## src/rtl/axi_ram_reader.sv

```systemverilog
// AXI4 read-only slave in front of a single-port synchronous RAM (1-cycle read latency).
// Bursts are streamed through a 2-entry skid FIFO so that one beat per cycle is sustained.
module axi_ram_reader #(
    parameter int unsigned ADDR_WIDTH  = 16,
    parameter int unsigned BATCH_WIDTH = 4,
    parameter int unsigned BYTE_WIDTH  = 8,
    parameter int unsigned ID_WIDTH    = 4
) (
    input  logic                                      clk_i,
    input  logic                                      rst_n_i,
    input  logic [ID_WIDTH-1:0]                       ar_id_i,
    input  logic [ADDR_WIDTH+$clog2(BATCH_WIDTH)-1:0] ar_addr_i,
    input  logic [7:0]                                ar_len_i,
    input  logic [2:0]                                ar_size_i,
    input  logic [1:0]                                ar_burst_i,
    input  logic                                      ar_valid_i,
    output logic                                      ar_ready_o,
    output logic [ID_WIDTH-1:0]                       r_id_o,
    output logic [BATCH_WIDTH*BYTE_WIDTH-1:0]         r_data_o,
    output logic [1:0]                                r_resp_o,
    output logic                                      r_last_o,
    output logic                                      r_valid_o,
    input  logic                                      r_ready_i,
    output logic [ADDR_WIDTH-1:0]                     ram_addr_o,
    input  logic [BATCH_WIDTH*BYTE_WIDTH-1:0]         ram_rdata_i
);
    localparam int unsigned DATA_WIDTH = BATCH_WIDTH * BYTE_WIDTH;
    localparam int unsigned OFF_W      = $clog2(BATCH_WIDTH);
    localparam int unsigned CNT_W      = 9;

    typedef enum logic {IDLE, BURST} state_e;

    state_e                  state_q, state_d;
    logic [ID_WIDTH-1:0]     id_q;
    logic [ADDR_WIDTH-1:0]   addr_q;
    logic [CNT_W-1:0]        left_q;
    logic                    fixed_q, err_q;
    logic                    infl_q, infl_last_q, infl_err_q;
    logic [DATA_WIDTH-1:0]   fifo_data_q [2];
    logic [1:0]              fifo_resp_q [2];
    logic                    fifo_last_q [2];
    logic                    wr_ptr_q, rd_ptr_q;
    logic [1:0]              cnt_q;
    logic                    ar_hs_c, pop_c, issue_c;
    logic [2:0]              slots_c;
    logic                    unused_ok_c;

    assign unused_ok_c = ^{ar_size_i, ar_addr_i[OFF_W-1:0]};

    // FIFO head drives the R channel directly, so it holds steady under backpressure.
    assign r_valid_o  = (cnt_q != 2'd0);
    assign r_data_o   = fifo_data_q[rd_ptr_q];
    assign r_resp_o   = fifo_resp_q[rd_ptr_q];
    assign r_last_o   = fifo_last_q[rd_ptr_q] & r_valid_o;
    assign r_id_o     = id_q;
    assign ram_addr_o = addr_q;
    assign pop_c      = r_valid_o & r_ready_i;
    assign ar_hs_c    = ar_valid_i & ar_ready_o;
    assign slots_c    = 3'(cnt_q) + 3'(infl_q) - 3'(pop_c);

    always_ff @(posedge clk_i or negedge rst_n_i) begin
        if (!rst_n_i) state_q <= IDLE;
        else          state_q <= state_d;
    end

    always_comb begin
        state_d = state_q;
        case (state_q)
            IDLE:    if (ar_valid_i) state_d = BURST;
            BURST:   if (pop_c && r_last_o) state_d = IDLE;
            default: state_d = IDLE;
        endcase
    end

    always_comb begin
        ar_ready_o = 1'b0;
        issue_c    = 1'b0;
        case (state_q)
            IDLE:    ar_ready_o = 1'b1;
            BURST:   issue_c = (left_q != CNT_W'(0)) && (slots_c < 3'd2);
            default: ar_ready_o = 1'b0;
        endcase
    end

    // Burst context and issue side: the RAM samples addr_q on the edge where issue_c is high.
    always_ff @(posedge clk_i or negedge rst_n_i) begin
        if (!rst_n_i) begin
            id_q        <= '0;
            addr_q      <= '0;
            left_q      <= '0;
            fixed_q     <= 1'b0;
            err_q       <= 1'b0;
            infl_q      <= 1'b0;
            infl_last_q <= 1'b0;
            infl_err_q  <= 1'b0;
        end else begin
            infl_q      <= issue_c;
            infl_last_q <= (left_q == CNT_W'(1));
            infl_err_q  <= err_q;
            if (ar_hs_c) begin
                id_q    <= ar_id_i;
                addr_q  <= ar_addr_i[ADDR_WIDTH+OFF_W-1:OFF_W];
                left_q  <= CNT_W'(ar_len_i) + CNT_W'(1);
                fixed_q <= (ar_burst_i == 2'b00);
                err_q   <= ar_burst_i[1];
            end else if (issue_c) begin
                left_q <= left_q - CNT_W'(1);
                if (!fixed_q && !err_q) addr_q <= addr_q + ADDR_WIDTH'(1);
            end
        end
    end

    // Capture side: error beats ride the same pipeline but carry zero data and SLVERR.
    always_ff @(posedge clk_i or negedge rst_n_i) begin
        if (!rst_n_i) begin
            for (int i = 0; i < 2; i++) begin
                fifo_data_q[i] <= '0;
                fifo_resp_q[i] <= 2'b00;
                fifo_last_q[i] <= 1'b0;
            end
            wr_ptr_q <= 1'b0;
            rd_ptr_q <= 1'b0;
            cnt_q    <= 2'd0;
        end else begin
            if (infl_q) begin
                fifo_data_q[wr_ptr_q] <= infl_err_q ? '0 : ram_rdata_i;
                fifo_resp_q[wr_ptr_q] <= infl_err_q ? 2'b10 : 2'b00;
                fifo_last_q[wr_ptr_q] <= infl_last_q;
                wr_ptr_q              <= ~wr_ptr_q;
            end
            if (pop_c) rd_ptr_q <= ~rd_ptr_q;
            cnt_q <= cnt_q + 2'(infl_q) - 2'(pop_c);
        end
    end
endmodule

```

## config.mk

```make
export PLATFORM = sky130hd
export DESIGN_NAME = axi_ram_reader
export DESIGN_NICKNAME = d
export VERILOG_FILES = /design/src/rtl/axi_ram_reader.sv
export SDC_FILE = /design/constraint.sdc
export NUM_CORES = 1
export LEC_CHECK = 0
export ABC_CLOCK_PERIOD_IN_PS = 4000
export BUFFER_PORTS_ARGS = -buffer_cell sky130_fd_sc_hd__buf_2
export CAP_MARGIN = 25
export CELL_PAD_IN_SITES_DETAIL_PLACEMENT = 1
export CELL_PAD_IN_SITES_GLOBAL_PLACEMENT = 1
export CORE_ASPECT_RATIO = 1.25
export CORE_UTILIZATION = 41
export CTS_CLUSTER_DIAMETER = 60
export DETAILED_ROUTE_END_ITERATION = 7
export PLACE_DENSITY = 0.85
export SYNTH_ARGS = -nofsm -noshare
export SYNTH_HDL_FRONTEND = slang
export SYNTH_SLANG_ARGS = --single-unit
```

## constraint.sdc

```tcl
create_clock -name clk_i -period 4 [get_ports clk_i]
set_clock_uncertainty 0.2 [all_clocks]
set_input_delay 0.4 -clock clk_i [delete_from_list [all_inputs] [get_ports clk_i]]
set_output_delay 0.4 -clock clk_i [all_outputs]
set_load 0.03 [all_outputs]
```

==> qor.txt, run 1 <==
status: finished, final reports clean
Hold Path End: fixed_q
top cell type by total area after synthesis: dfrtp_1
pwr dens: 856 nW/um^2
Setup crit end kind: flip-flop
root buf cell: clkbuf_16
final setup violation count: 0
Post-synth EDFFs: 0
commonest non-fill, non-tap cell in the layout: buf_2
setup_tns: 0 ns
largest net degree at the start of global routing: 45
vias in the first global route: 4359
Avg Vias per Cell: 5.14
via count: 4117
CTS tree: built
Min Clock Period, post-route: 3.67 ns
routed len/inst: 15.7 um
CTS Sinks: 107
starting density of the core: 42.4%
area grow syn2layout: 20.9%
Rows: 45
unrepaired setup endpoints after global routing: no
top cells by area, synth: dfrtp_1 52%, mux2_2 8.3%, nand2_1 7.7%, o21ai_0 7.4%, nand2b_1 4.1%
Tightest Hold Check Type: in -> reg
Slew Limit Headroom: 44.6%
Syn Nets: 601
leading cell types in the layout, fill and taps excluded: 120 x buf_2, 107 x dfrtp_1, 106 x nand2_1, 77 x o21ai_0, 38 x mux2_2
I/O Buffers: 121
Slew @ Worst Pin: 0.828 ns
total wire length: 12500 um
first-pass GRT wire length: 20800 um
ANT cells: 0
GRT Residual Overflow: 0
kind of critical path: reg -> reg
crit path DAT: 3.68 ns
Cells after Synth: 523
flop2flop setup slack: 0.33 ns
Min-Delay Startpoint: ar_burst_i[0]
share of the synthesized area in the top cell type: 51.6%
r2r startpoint: cnt_q[1]
post-synthesis cell type count: 44
Die Y: 128 um
post-placement setup slack: 0.246 ns
Hold WS: 0.0452 ns
flops & latches, synth: 107
DRT iter0 DRCs: 73
Final #Nets: 710
Seq/Total Area, Yosys: 51.6%
Post-DP HPWL: 8910 um
Final Worst Setup Slack: 0.331 ns
Clk Latency, worst-skew pair: 0.33 ns
Mapped Avg Cell Area: 9.91 sq um
worst vdd ir: 366 uV
die area: 13100 sq um
ys flop type: dfrtp_1
hold depth: 2
critical-path maximum fanout: 14
warning count from the yosys run: 0
Top Ports: 128
count of final max-slew check failures: 0
maximum buffer depth of the clock tree: 2
antenna-violating nets left: 0
H-tree Lvls: 3
r2r endpoint: ram_addr_o[6]
startpoint types: flip-flop
CTS clock-pin slew for the worst setup and hold paths: 0.07 ns
Final period util: 91.7%
layout cells sized above 1: 30.8%
Leak: 2.98 nW
Post-CTS Setup Bufs: 0
Critical Path Source: cnt_q[1]
TritonCTS Buffers: 9
CP required: 4.01 ns
Hold Fails Final Rpt: 0
# DRC: 0
Final Power: 5.37 mW
Max Cap Viol: 0
r2r worst-path depth: 13
fill cell count: 1407
ys async rst share: 100%
GRT Total Usage: 20.1%
FMAX: 273 MHz
DIE WIDTH: 103 um
synthesized cell area: 5180 sq um
GPL Wtd Cong: 0.777
initial antenna violation count: 0
DR pass1 iterations: 4
Core Area: 12200 sq um
[cell usage after synthesis, drive strengths merged, types with 6 or more instances]
cell type	number
ha	6
mux2	38
o21ai	80
nand2	107
clkbuf	23
nor2	12
xnor2	20
nor4	7
buf	9
nor3	6
dfrtp	107
nand2b	34
inv	8
xor2	7
nand3	12
[layer usage]
metal	track usage, %	share of wire, %
met1	24.2	44
met2	36.7	52
met3	3.49	3.9
met4	4.71	0.81
met5	0	0
[layout make-up]
class | instances | area (sq um) | share of cell area, %
inverter | 8 | 30.0 | 0.479
clock inverter | 4 | 23.8 | 0.379
tap | 164 | 205 | 3.27
timing repair buffer | 130 | 723 | 11.5
sequential | 107 | 2680 | 42.7
multi-input combinational | 376 | 2340 | 37.4
clock buffer | 12 | 267 | 4.25
[where the power goes]
group | total (mW) | switching (mW) | internal [mW] | leakage (nW)
clock network | 0.855 | 0.384 | 0.472 | 0.148
logic | 2.63 | 1.65 | 0.981 | 1.48
registers | 1.88 | 0.323 | 1.56 | 1.35
total | 5.37 | 2.35 | 3.01 | 2.98
[what timing repair did]
item                                    in CTS  in global routing
resized for setup                            0                  1
endpoints found under the setup margin       0                  1
hold buffers                                 1                  0
hold endpoints to repair                    42                  0
[worst max path at each step]
| stage | endpoint | slack (ns) | cells after the start |
|---|---|---|---|
| finish | ram_addr_o[6] | 0.33 | 13 |
| global route | ram_addr_o[10] | 0.13 | 13 |
| CTS | ram_addr_o[10] | 0.22 | 13 |
| detailed placement | ram_addr_o[10] | 0.25 | 13 |
| global placement | ram_addr_o[10] | 0.46 | 13 |
| floorplan | ram_addr_o[14] | 0.45 | 14 |
[flip-flops by register name, summed over array words and instances (netlist names)]
name	cells
ram_addr_o	16
err_q	1
cnt_q	2
fifo_resp_q	2
left_q	9
wr_ptr_q	1
rd_ptr_q	1
fifo_last_q	2
infl_err_q	1
r_id_o	4
fixed_q	1
state_q	1
infl_last_q	1
fifo_data_q	64
infl_q	1
[cells by family after synthesis]
group | count (synthesis) | synth area share [%]
fa+ha+maj | 7 | 1.83
mux | 42 | 9.03
xor+xnor | 27 | 4.56
other cells | 1 | 0.0723
simple gates | 206 | 20.1
compound gates | 93 | 9.36
flops | 107 | 51.6
buf+inv | 40 | 3.43
[worst max-delay path, stage by stage (launching register included)]
cell and delay [ns]:
dfrtp_1 0.40, inv_1 0.13, nand2_1 0.10, and2_1 0.22, ha_1 0.29, inv_1 0.04
ha_1 0.19, fa_1 0.47, nand2b_1 0.18, or4_1 0.48, buf_4 0.22, nor4b_1 0.37
xnor2_1 0.17, o21ai_0 0.09
[stage by stage]
stage          util [%]  instance area, sq um  instances
6_report           51.3                  6270        801
2_1_floorplan         -                  5180        523
3_5_place_dp       48.6                  5940        783
4_1_cts            51.0                  6240        800
5_1_grt            51.3                  6270        801
3_3_place_gp       48.3                  5900        781
Note: power is estimated with default switching activity, not from simulation.
==> run 2, diff against run 1 <==
- CORE_MARGIN: default -> 2
==> qor.txt, run 2 (synthesized netlist as in run 1, its figures left out) <==
Post-CTS Setup Bufs: 0
area grow syn2layout: 20.8%
worst vdd ir: 417 uV
largest net degree at the start of global routing: 54
DIE WIDTH: 105 um
root buf cell: clkbuf_16
setup_tns: 0 ns
Pint: 3.02 mW
flop2flop setup slack: 0.23 ns
vias in the first global route: 4501
Top Ports: 128
crit path DAT: 3.82 ns
Psw: 2.39 mW
Post-Route Utilization: 51.0%
DR pass1 iterations: 4
Rows: 45
starting density of the core: 42.2%
clock power share: 17.0%
final setup violation count: 0
post-placement setup slack: 0.227 ns
Final period util: 94.3%
critical-path maximum fanout: 14
Die Y: 130 um
first-pass GRT wire length: 21700 um
startpoint types: flip-flop
GPL Wtd Cong: 0.796
Min Clock Period, post-route: 3.77 ns
status: finished, final reports clean
Hold Buf Count CTS: 1
I/O Buffers: 121
unrepaired setup endpoints after global routing: no
Reg power frac: 36.9%
Switching Share: 44.2%
Final Power: 5.41 mW
cell family with most CP delay: simple AND/OR/NAND/NOR gates
via count: 4123
# DRC: 0
initial antenna violation count: 0
CTS clock-pin slew for the worst setup and hold paths: 0.08 ns
Clk Latency, worst-skew pair: 0.34 ns
Slew Limit Headroom: 33.8%
pwr dens: 864 nW/um^2
DRT iter0 DRCs: 101
slowest stage cell, crit path: fa_1
maximum buffer depth of the clock tree: 2
Hold Fails Final Rpt: 0
routed len/inst: 16.1 um
die area: 13600 sq um
Avg Vias per Cell: 5.16
TritonCTS Buffers: 9
Core Area: 12300 sq um
kind of critical path: reg -> reg
Largest stage delay, worst path: 0.47 ns
largest reg by FF count: fifo_data_q
H-tree Lvls: 3
antenna-violating nets left: 0
fill cell count: 1431
count of final max-slew check failures: 0
Post-DP HPWL: 9340 um
GRT Residual Overflow: 0
ANT cells: 0
CTS tree: built
total wire length: 12900 um
combinational power share: 46.1%
FMAX: 265 MHz
Tightest Hold Check Type: in -> reg
Leak: 2.96 nW
Final Worst Setup Slack: 0.229 ns
layout cells sized above 1: 30.6%
Final #Nets: 708
CP required: 4.05 ns
Setup crit end kind: flip-flop
Cell Chain, Critical Path: inv_1 > nand2_1 > and2_1 > ha_1 > inv_1 > ha_1 > fa_1 > nand2b_1 > or4_1 > buf_4 > nor3_1 > a211oi_1 > a211oi_1
Slew @ Worst Pin: 0.993 ns
CTS resizes: 0
Max Cap Viol: 0
leading cell types in the layout, fill and taps excluded: 120 x buf_2, 106 x nand2_1, 106 x dfrtp_1, 77 x o21ai_0, 38 x mux2_2
commonest non-fill, non-tap cell in the layout: buf_2
Buf+Inv Stages, Crit Path: 3
CTS Sinks: 107
max reg flops: 64
GRT Total Usage: 19.8%
## run 2: worst paths after layout
check / startpoint / end / cells past startpoint
worst max-delay path: cnt_q[1] / ram_addr_o[10] / 13
worst min-delay path: ar_burst_i[0] / fixed_q / 2
worst max register to register: cnt_q[1] / ram_addr_o[10] / 13
worst min register to register: err_q / infl_err_q / 0
max in group asynchronous: rst_n_i / err_q / 3
min in group asynchronous: rst_n_i / fifo_data_q[42] / 2
## run 2: power by group through the flow
stage	logic (mW)	registers [mW]	clock network (mW)
floorplan	1.75	2.01	0
global route	2.74	2.08	0.989
detailed placement	2.52	2.03	0
finish	2.50	2.00	0.921
global placement	2.37	1.98	0
CTS	2.54	2.01	0.947
## run 2: worst reg2reg max path, cell delays in order, from the launching register on
cell      delay, ns
dfrtp_1        0.40
inv_1          0.14
nand2_1        0.11
and2_1         0.22
ha_1           0.29
inv_1          0.04
ha_1           0.18
fa_1           0.47
nand2b_1       0.17
or4_1          0.46
buf_4          0.21
nor3_1         0.42
a211oi_1       0.15
a211oi_1       0.22
## run 2: area by class of cell
cell class / count / area, sq um / share of cell area [%]
timing repair buffer: 128 / 701 / 11.2
multi-input combinational: 376 / 2340 / 37.3
clock inverter: 6 / 72.6 / 1.16
tap: 164 / 205 / 3.28
clock buffer: 10 / 239 / 3.82
sequential: 107 / 2680 / 42.8
inverter: 8 / 30.0 / 0.479
## run 2: layer usage
metal  wire length, um  track usage, %  up-vias
met5                 0               0        -
met4                95            4.71        0
met3               418            3.00        8
met2              6960            37.7       89
met1              5410            23.6     2051
li1                  -               -     1975
## run 2: stage by stage
step                hold WS [ns]  std cells  area, sq um
floorplan                -0.0956        523         5180
global placement           0.204        779         5880
detailed placement         0.225        782         5940
CTS                       0.0318        799         6260
global route              0.0460        799         6260
finish                    0.0434        799         6260
